### config.mk
export PLATFORM = sky130hd
export DESIGN_NAME = disp_share_arbiter
export DESIGN_NICKNAME = d
export VERILOG_FILES = /design/src/rtl/disp_pkg.sv /design/src/rtl/disp_share_arbiter_pwm_gate.sv /design/src/rtl/disp_share_arbiter.sv
export SDC_FILE = /design/constraint.sdc
export NUM_CORES = 1
export LEC_CHECK = 0
export ABC_AREA = 1
export BUFFER_PORTS_ARGS = -buffer_cell sky130_fd_sc_hd__buf_2
export CAP_MARGIN = 20
export CORE_MARGIN = 2
export CORE_UTILIZATION = 50
export DETAILED_ROUTE_END_ITERATION = 10
export PLACE_DENSITY_LB_ADDON = 0.05
export SLEW_MARGIN = 20
export SYNTH_ARGS = -nofsm -noshare
export SYNTH_HDL_FRONTEND = slang
export SYNTH_SLANG_ARGS = --single-unit
### constraint.sdc
create_clock -name clk -period 2.85 [get_ports clk]
set_input_delay 0.1425 -clock clk [delete_from_list [all_inputs] [get_ports clk]]
set_output_delay 0.1425 -clock clk [all_outputs]
set_load 0.01 [all_outputs]
### src/rtl/disp_pkg.sv
// Shared definitions for the six-digit display sharing block.
//   CODE_BLANK  : digit code the per-digit decoders render as an unlit digit
//   DIGITS      : number of seven-segment digits on the board
//   CODE_W      : width of one digit code
//   DISP_W      : width of the packed six-digit bus ([3:0] = HEX0 ... [23:20] = HEX5)
//   DISP_BLANK  : whole display blank
//   disp_state_t: arbitration state (idle, owned by requester 0, owned by requester 1)
package disp_pkg;

  localparam int DIGITS = 6;
  localparam int CODE_W = 4;
  localparam int DISP_W = DIGITS * CODE_W;

  localparam logic [CODE_W-1:0] CODE_BLANK = 4'hA;
  localparam logic [DISP_W-1:0] DISP_BLANK = {DIGITS{CODE_BLANK}};

  typedef enum logic [1:0] {
    IDLE = 2'd0,
    OWN0 = 2'd1,
    OWN1 = 2'd2
  } disp_state_t;

endpackage

### src/rtl/disp_share_arbiter_pwm_gate.sv
// Brightness gating for the shared display.
// A free-running frame counter (0 .. PWM_PERIOD-1) is compared with the
// requested brightness; the selected digits are shown while the counter is
// below the brightness and the display is blanked for the rest of the frame.
//   clk, rst        : clock, asynchronous active-low reset
//   sel             : selected six-digit codes from the arbiter
//   brightness      : on-cycles per frame (0 = dark, >= PWM_PERIOD = full)
//   digit_code      : registered, gated codes to the seven-segment decoders
module pwm_gate
  import disp_pkg::*;
#(
  parameter int PWM_PERIOD = 10
) (
  input  logic              clk,
  input  logic              rst,
  input  logic [DISP_W-1:0] sel,
  input  logic [3:0]        brightness,
  output logic [DISP_W-1:0] digit_code
);

  logic [3:0] pwm_cnt;

  // NOTE: sequential state is written with non-blocking assignments so every
  // register samples the pre-edge values of the others.
  always_ff @(posedge clk or negedge rst) begin
    if (!rst) begin
      pwm_cnt    <= '0;
      digit_code <= DISP_BLANK;
    end else begin
      pwm_cnt    <= (pwm_cnt == 4'(PWM_PERIOD - 1)) ? 4'd0 : pwm_cnt + 4'd1;
      // Counter never exceeds PWM_PERIOD-1, so brightness >= PWM_PERIOD is full on.
      digit_code <= (pwm_cnt < brightness) ? sel : DISP_BLANK;
    end
  end

endmodule

### src/rtl/disp_share_arbiter.sv
// Shares the six-digit seven-segment display between two requesters.
// Requester 1 has priority; a grant persists for at least HOLD_TICKS tick
// strobes. The owner's digits are latched into sel (live while the owner keeps
// requesting, frozen while it is only being held) and then brightness-gated.
//   clk, rst     : clock, asynchronous active-low reset
//   tick         : one-cycle strobe from the 1 Hz divider
//   req[1:0]     : level requests, req[1] wins
//   data0, data1 : requester digit codes ([3:0] = HEX0 ... [23:20] = HEX5)
//   brightness   : on-cycles per PWM frame
//   gnt[1:0]     : one-hot grant, 00 when idle
//   busy         : any grant active
//   digit_code   : gated codes to the six decoders
module disp_share_arbiter
  import disp_pkg::*;
#(
  parameter int HOLD_TICKS = 3,
  parameter int PWM_PERIOD = 10
) (
  input  logic        clk,
  input  logic        rst,
  input  logic        tick,
  input  logic [1:0]  req,
  input  logic [23:0] data0,
  input  logic [23:0] data1,
  input  logic [3:0]  brightness,
  output logic [1:0]  gnt,
  output logic        busy,
  output logic [23:0] digit_code
);

  localparam int HOLD_W = (HOLD_TICKS < 1) ? 1 : $clog2(HOLD_TICKS + 1);

  disp_state_t       state;
  disp_state_t       next_state;
  logic [HOLD_W-1:0] hold_cnt;
  logic [DISP_W-1:0] sel;
  logic              hold_done;
  logic              entering;

  assign hold_done = (hold_cnt == '0);
  // Any move into an owner state (from IDLE or a direct switch) reloads the hold.
  assign entering  = (next_state != state) && (next_state != IDLE);

  // NOTE: next_state gets its default before the case so no path leaves it
  // unassigned, which would otherwise infer a latch.
  always_comb begin
    next_state = state;
    unique case (state)
      IDLE: begin
        if (req[1])      next_state = OWN1;
        else if (req[0]) next_state = OWN0;
      end
      OWN0: begin
        if (hold_done) begin
          if (req[1])       next_state = OWN1;
          else if (!req[0]) next_state = IDLE;
        end
      end
      OWN1: begin
        if (hold_done) begin
          if (req[0])       next_state = OWN0;
          else if (!req[1]) next_state = IDLE;
        end
      end
      default: next_state = IDLE;
    endcase
  end

  always_ff @(posedge clk or negedge rst) begin
    if (!rst) state <= IDLE;
    else      state <= next_state;
  end

  // Reload wins over a coincident tick, so a grant always lasts HOLD_TICKS full ticks.
  always_ff @(posedge clk or negedge rst) begin
    if (!rst)                     hold_cnt <= '0;
    else if (entering)            hold_cnt <= HOLD_W'(HOLD_TICKS);
    else if (next_state == IDLE)  hold_cnt <= '0;
    else if (tick && !hold_done)  hold_cnt <= hold_cnt - HOLD_W'(1);
  end

  // NOTE: sel is reset (not left uninitialised like a storage array) because
  // the display must show blanks from the first cycle after reset.
  // Keyed on next_state so the digits load on the same edge as the grant.
  always_ff @(posedge clk or negedge rst) begin
    if (!rst) begin
      sel <= DISP_BLANK;
    end else begin
      unique case (next_state)
        OWN0:    if (req[0]) sel <= data0;
        OWN1:    if (req[1]) sel <= data1;
        default: sel <= DISP_BLANK;
      endcase
    end
  end

  assign gnt  = {state == OWN1, state == OWN0};
  assign busy = (state != IDLE);

  pwm_gate #(
    .PWM_PERIOD (PWM_PERIOD)
  ) u_pwm_gate (
    .clk        (clk),
    .rst        (rst),
    .sel        (sel),
    .brightness (brightness),
    .digit_code (digit_code)
  );

endmodule

==> metrics <==
detailed-route wire length=5.32 mm; top-count cell post-synth=nand2_1; Max Cap Viol=0; vias in the first global route=1954; final setup violation count=0; min Tclk post-route=2.49 ns; Clock Skew=0.00723 ns; post_cts resized=0; Critical Path Start Type=flip-flop; residual DRC count=0; Worst Path Arrival=2.69 ns; Mapped Cells=265; drt pass-1 iters=4; Post-layout nets=412; GRT Residual Overflow=0; H-tree levels=2; gr usage total=0.200; Yosys warnings=0; Placeable Area=5040 µm²; clock root cell=clkbuf_8; crit path kind=flip-flop to flip-flop; Synth area leader=dfrtp_1; largest net degree at the start of global routing=40; fmax=401 MHz; Post-synth top cells=72 x nand2_1, 41 x inv_1, 32 x dfrtp_1; post-placement setup slack=0.319 ns; Worst Path Required=3.04 ns; Avg Cell Area, Syn=9.74 µm²; antenna cells=0; fin util=0.617; clock tree from TritonCTS=built; ys async rst share=1.00; first-pass GRT wire length=8.64 mm; Initial Util=0.512; Hold-fix buffers, CTS=1; Power Dens Cells=1010 nW/µm²; Fin. Hold Viols=0; period utilization=0.874; register area=1430 µm²; Via density=4.80; worst slew pin tran=0.859 ns; total die area=5750 µm²; Die Height=75.8 µm; Antenna Violating Nets Remaining=0; Power Total=0.00315 W; Netlist cell types=26; dpl hpwl=3.74 mm; Clock Path Buffers=2; CTS Sinks=56; final setup TNS=0 ns; multi-input logic area=903 µm²; Synth-to-Final Area Change=20.5%; antenna violations before repair=0; Placed Area=3020 µm²; Starting DRT DRC Count=49; Inserted Clock Buffers=5; fraction of layout cells with a size suffix above 1=0.375; # fillers=449; Worst VDD drop=0.648 mV; Setup Buffers After CTS=0; Seq cells post-synth=56; Site Rows=26; syn_nets=330; I/O Buffers=83; Synth area leaders=dfrtp_1 31%, dfstp_2 24%, nand2_1 10%; CP endpoint kind=flip-flop; Crit Path Max Fanout=24; Clk Latency, worst-skew pair=0.31 ns; status=finished clean; Final Instance Area=3110 µm²; IO Count=84; unrepaired setup endpoints after global routing=no; Mapped Area=2580 µm²; P_leak=1.60 nW; Worst-path clk slew=0.10 ns; routability cong.=0.787; slew margin rel.=0.427; class of the worst hold path=primary input to flip-flop; top-area cell type share of the netlist area=0.310; Main synth FF type=dfrtp_1; Chip Width=75.8 µm; detailed-route via count=2001; final slew viol count=0; number of synthesized flops with an enable pin=0; drt wl/cell=12.7 µm; sequential share of the synthesized area=0.555; final setup margin=0.359 ns
## worst max-delay path, cell delays in order, from the launching register on
cell and delay (ns):
dfrtp_1 0.40, inv_1 0.06, ha_1 0.22, nor2_1 0.07, o21ai_0 0.27, inv_1 0.13, ha_1 0.23, inv_2 0.07
o22ai_4 0.17, nor2_4 0.55, a32oi_1 0.20
## cells in the final DEF, fill, tap and decap left out
| cell | netlist | layout |
|---|---|---|
| a21boi_1 | 1 | 1 |
| a21oi_1 | 6 | 6 |
| a22o_1 | 12 | 12 |
| a32oi_1 | 4 | 4 |
| a32oi_2 | 8 | 8 |
| buf_2 | 1 | 83 |
| buf_4 | 4 | 3 |
| clkbuf_1 | 4 | 1 |
| clkbuf_8 | 0 | 5 |
| clkinv_2 | 0 | 1 |
| dfrtp_1 | 32 | 32 |
| dfstp_2 | 24 | 24 |
| dlygate4sd3_1 | 0 | 1 |
| ha_1 | 8 | 8 |
| inv_1 | 41 | 41 |
| inv_2 | 2 | 2 |
| nand2_1 | 72 | 72 |
| nand2_2 | 1 | 1 |
| nand3_1 | 3 | 3 |
| nand4_1 | 2 | 2 |
| nor2_1 | 18 | 18 |
| nor2_4 | 1 | 1 |
| o211ai_1 | 1 | 1 |
| o21ai_0 | 6 | 6 |
| o21ai_1 | 8 | 8 |
| o22a_1 | 1 | 1 |
| o22ai_4 | 1 | 1 |
| or2_2 | 1 | 1 |
## stage by stage
step	instances	hold slack (ns)
floorplan	265	-0.153
global placement	409	0.302
detailed placement	409	0.305
CTS	417	0.0613
global route	417	0.0770
finish	417	0.0642
## area by class of cell
| type | count | share of cell area |
|---|---|---|
| clock buffer | 6 | 0.0233 |
| clock inverter | 1 | 0.00161 |
| inverter | 43 | 0.0519 |
| multi-input combinational | 154 | 0.291 |
| sequential | 56 | 0.460 |
| tap | 70 | 0.0282 |
| timing repair buffer | 87 | 0.144 |
## flip-flops by register name, summed over array words and instances (netlist names)
signal / count
u_pwm_gate.pwm_cnt: 4
state: 2
hold_cnt: 2
sel: 24
u_pwm_gate.digit_code: 24
## routing by layer
layer  routed length [µm]  track usage  share of wire
met2                 2570        0.336           0.48
met4                  114       0.0780          0.021
met3                  246       0.0357          0.046
met1                 2380        0.255           0.45
met5                    0            0              0
## logic make-up after synthesis
group / share of synthesized area
AO/OA/AOI/OAI: 0.161
adder cells (fa/ha/maj): 0.0388
buffers and inverters: 0.0951
flip-flops: 0.555
AND/OR/NAND/NOR: 0.151
## report_power, final
group	switching [W]	internal (W)	total, W	leakage (nW)
registers	0.0000607	0.00111	0.00117	0.674
clock network	0.000244	0.000168	0.000412	0.0410
logic	0.000968	0.000598	0.00157	0.883
## path summary, 6_finish.rpt
kind | from | endpoint | slack, ns | depth (start not counted)
max | hold_cnt[0] | sel[7] | 0.36 | 10
min | data1[1] | sel[1] | 0.06 | 3
max reg2reg | hold_cnt[0] | sel[7] | 0.36 | 10
min reg2reg | sel[1] | u_pwm_gate.digit_code[1] | 0.46 | 2
max in group asynchronous | rst | sel[17] | 1.55 | 3
min in group asynchronous | rst | sel[8] | 0.48 | 2
(Power assumes the default switching activity.)
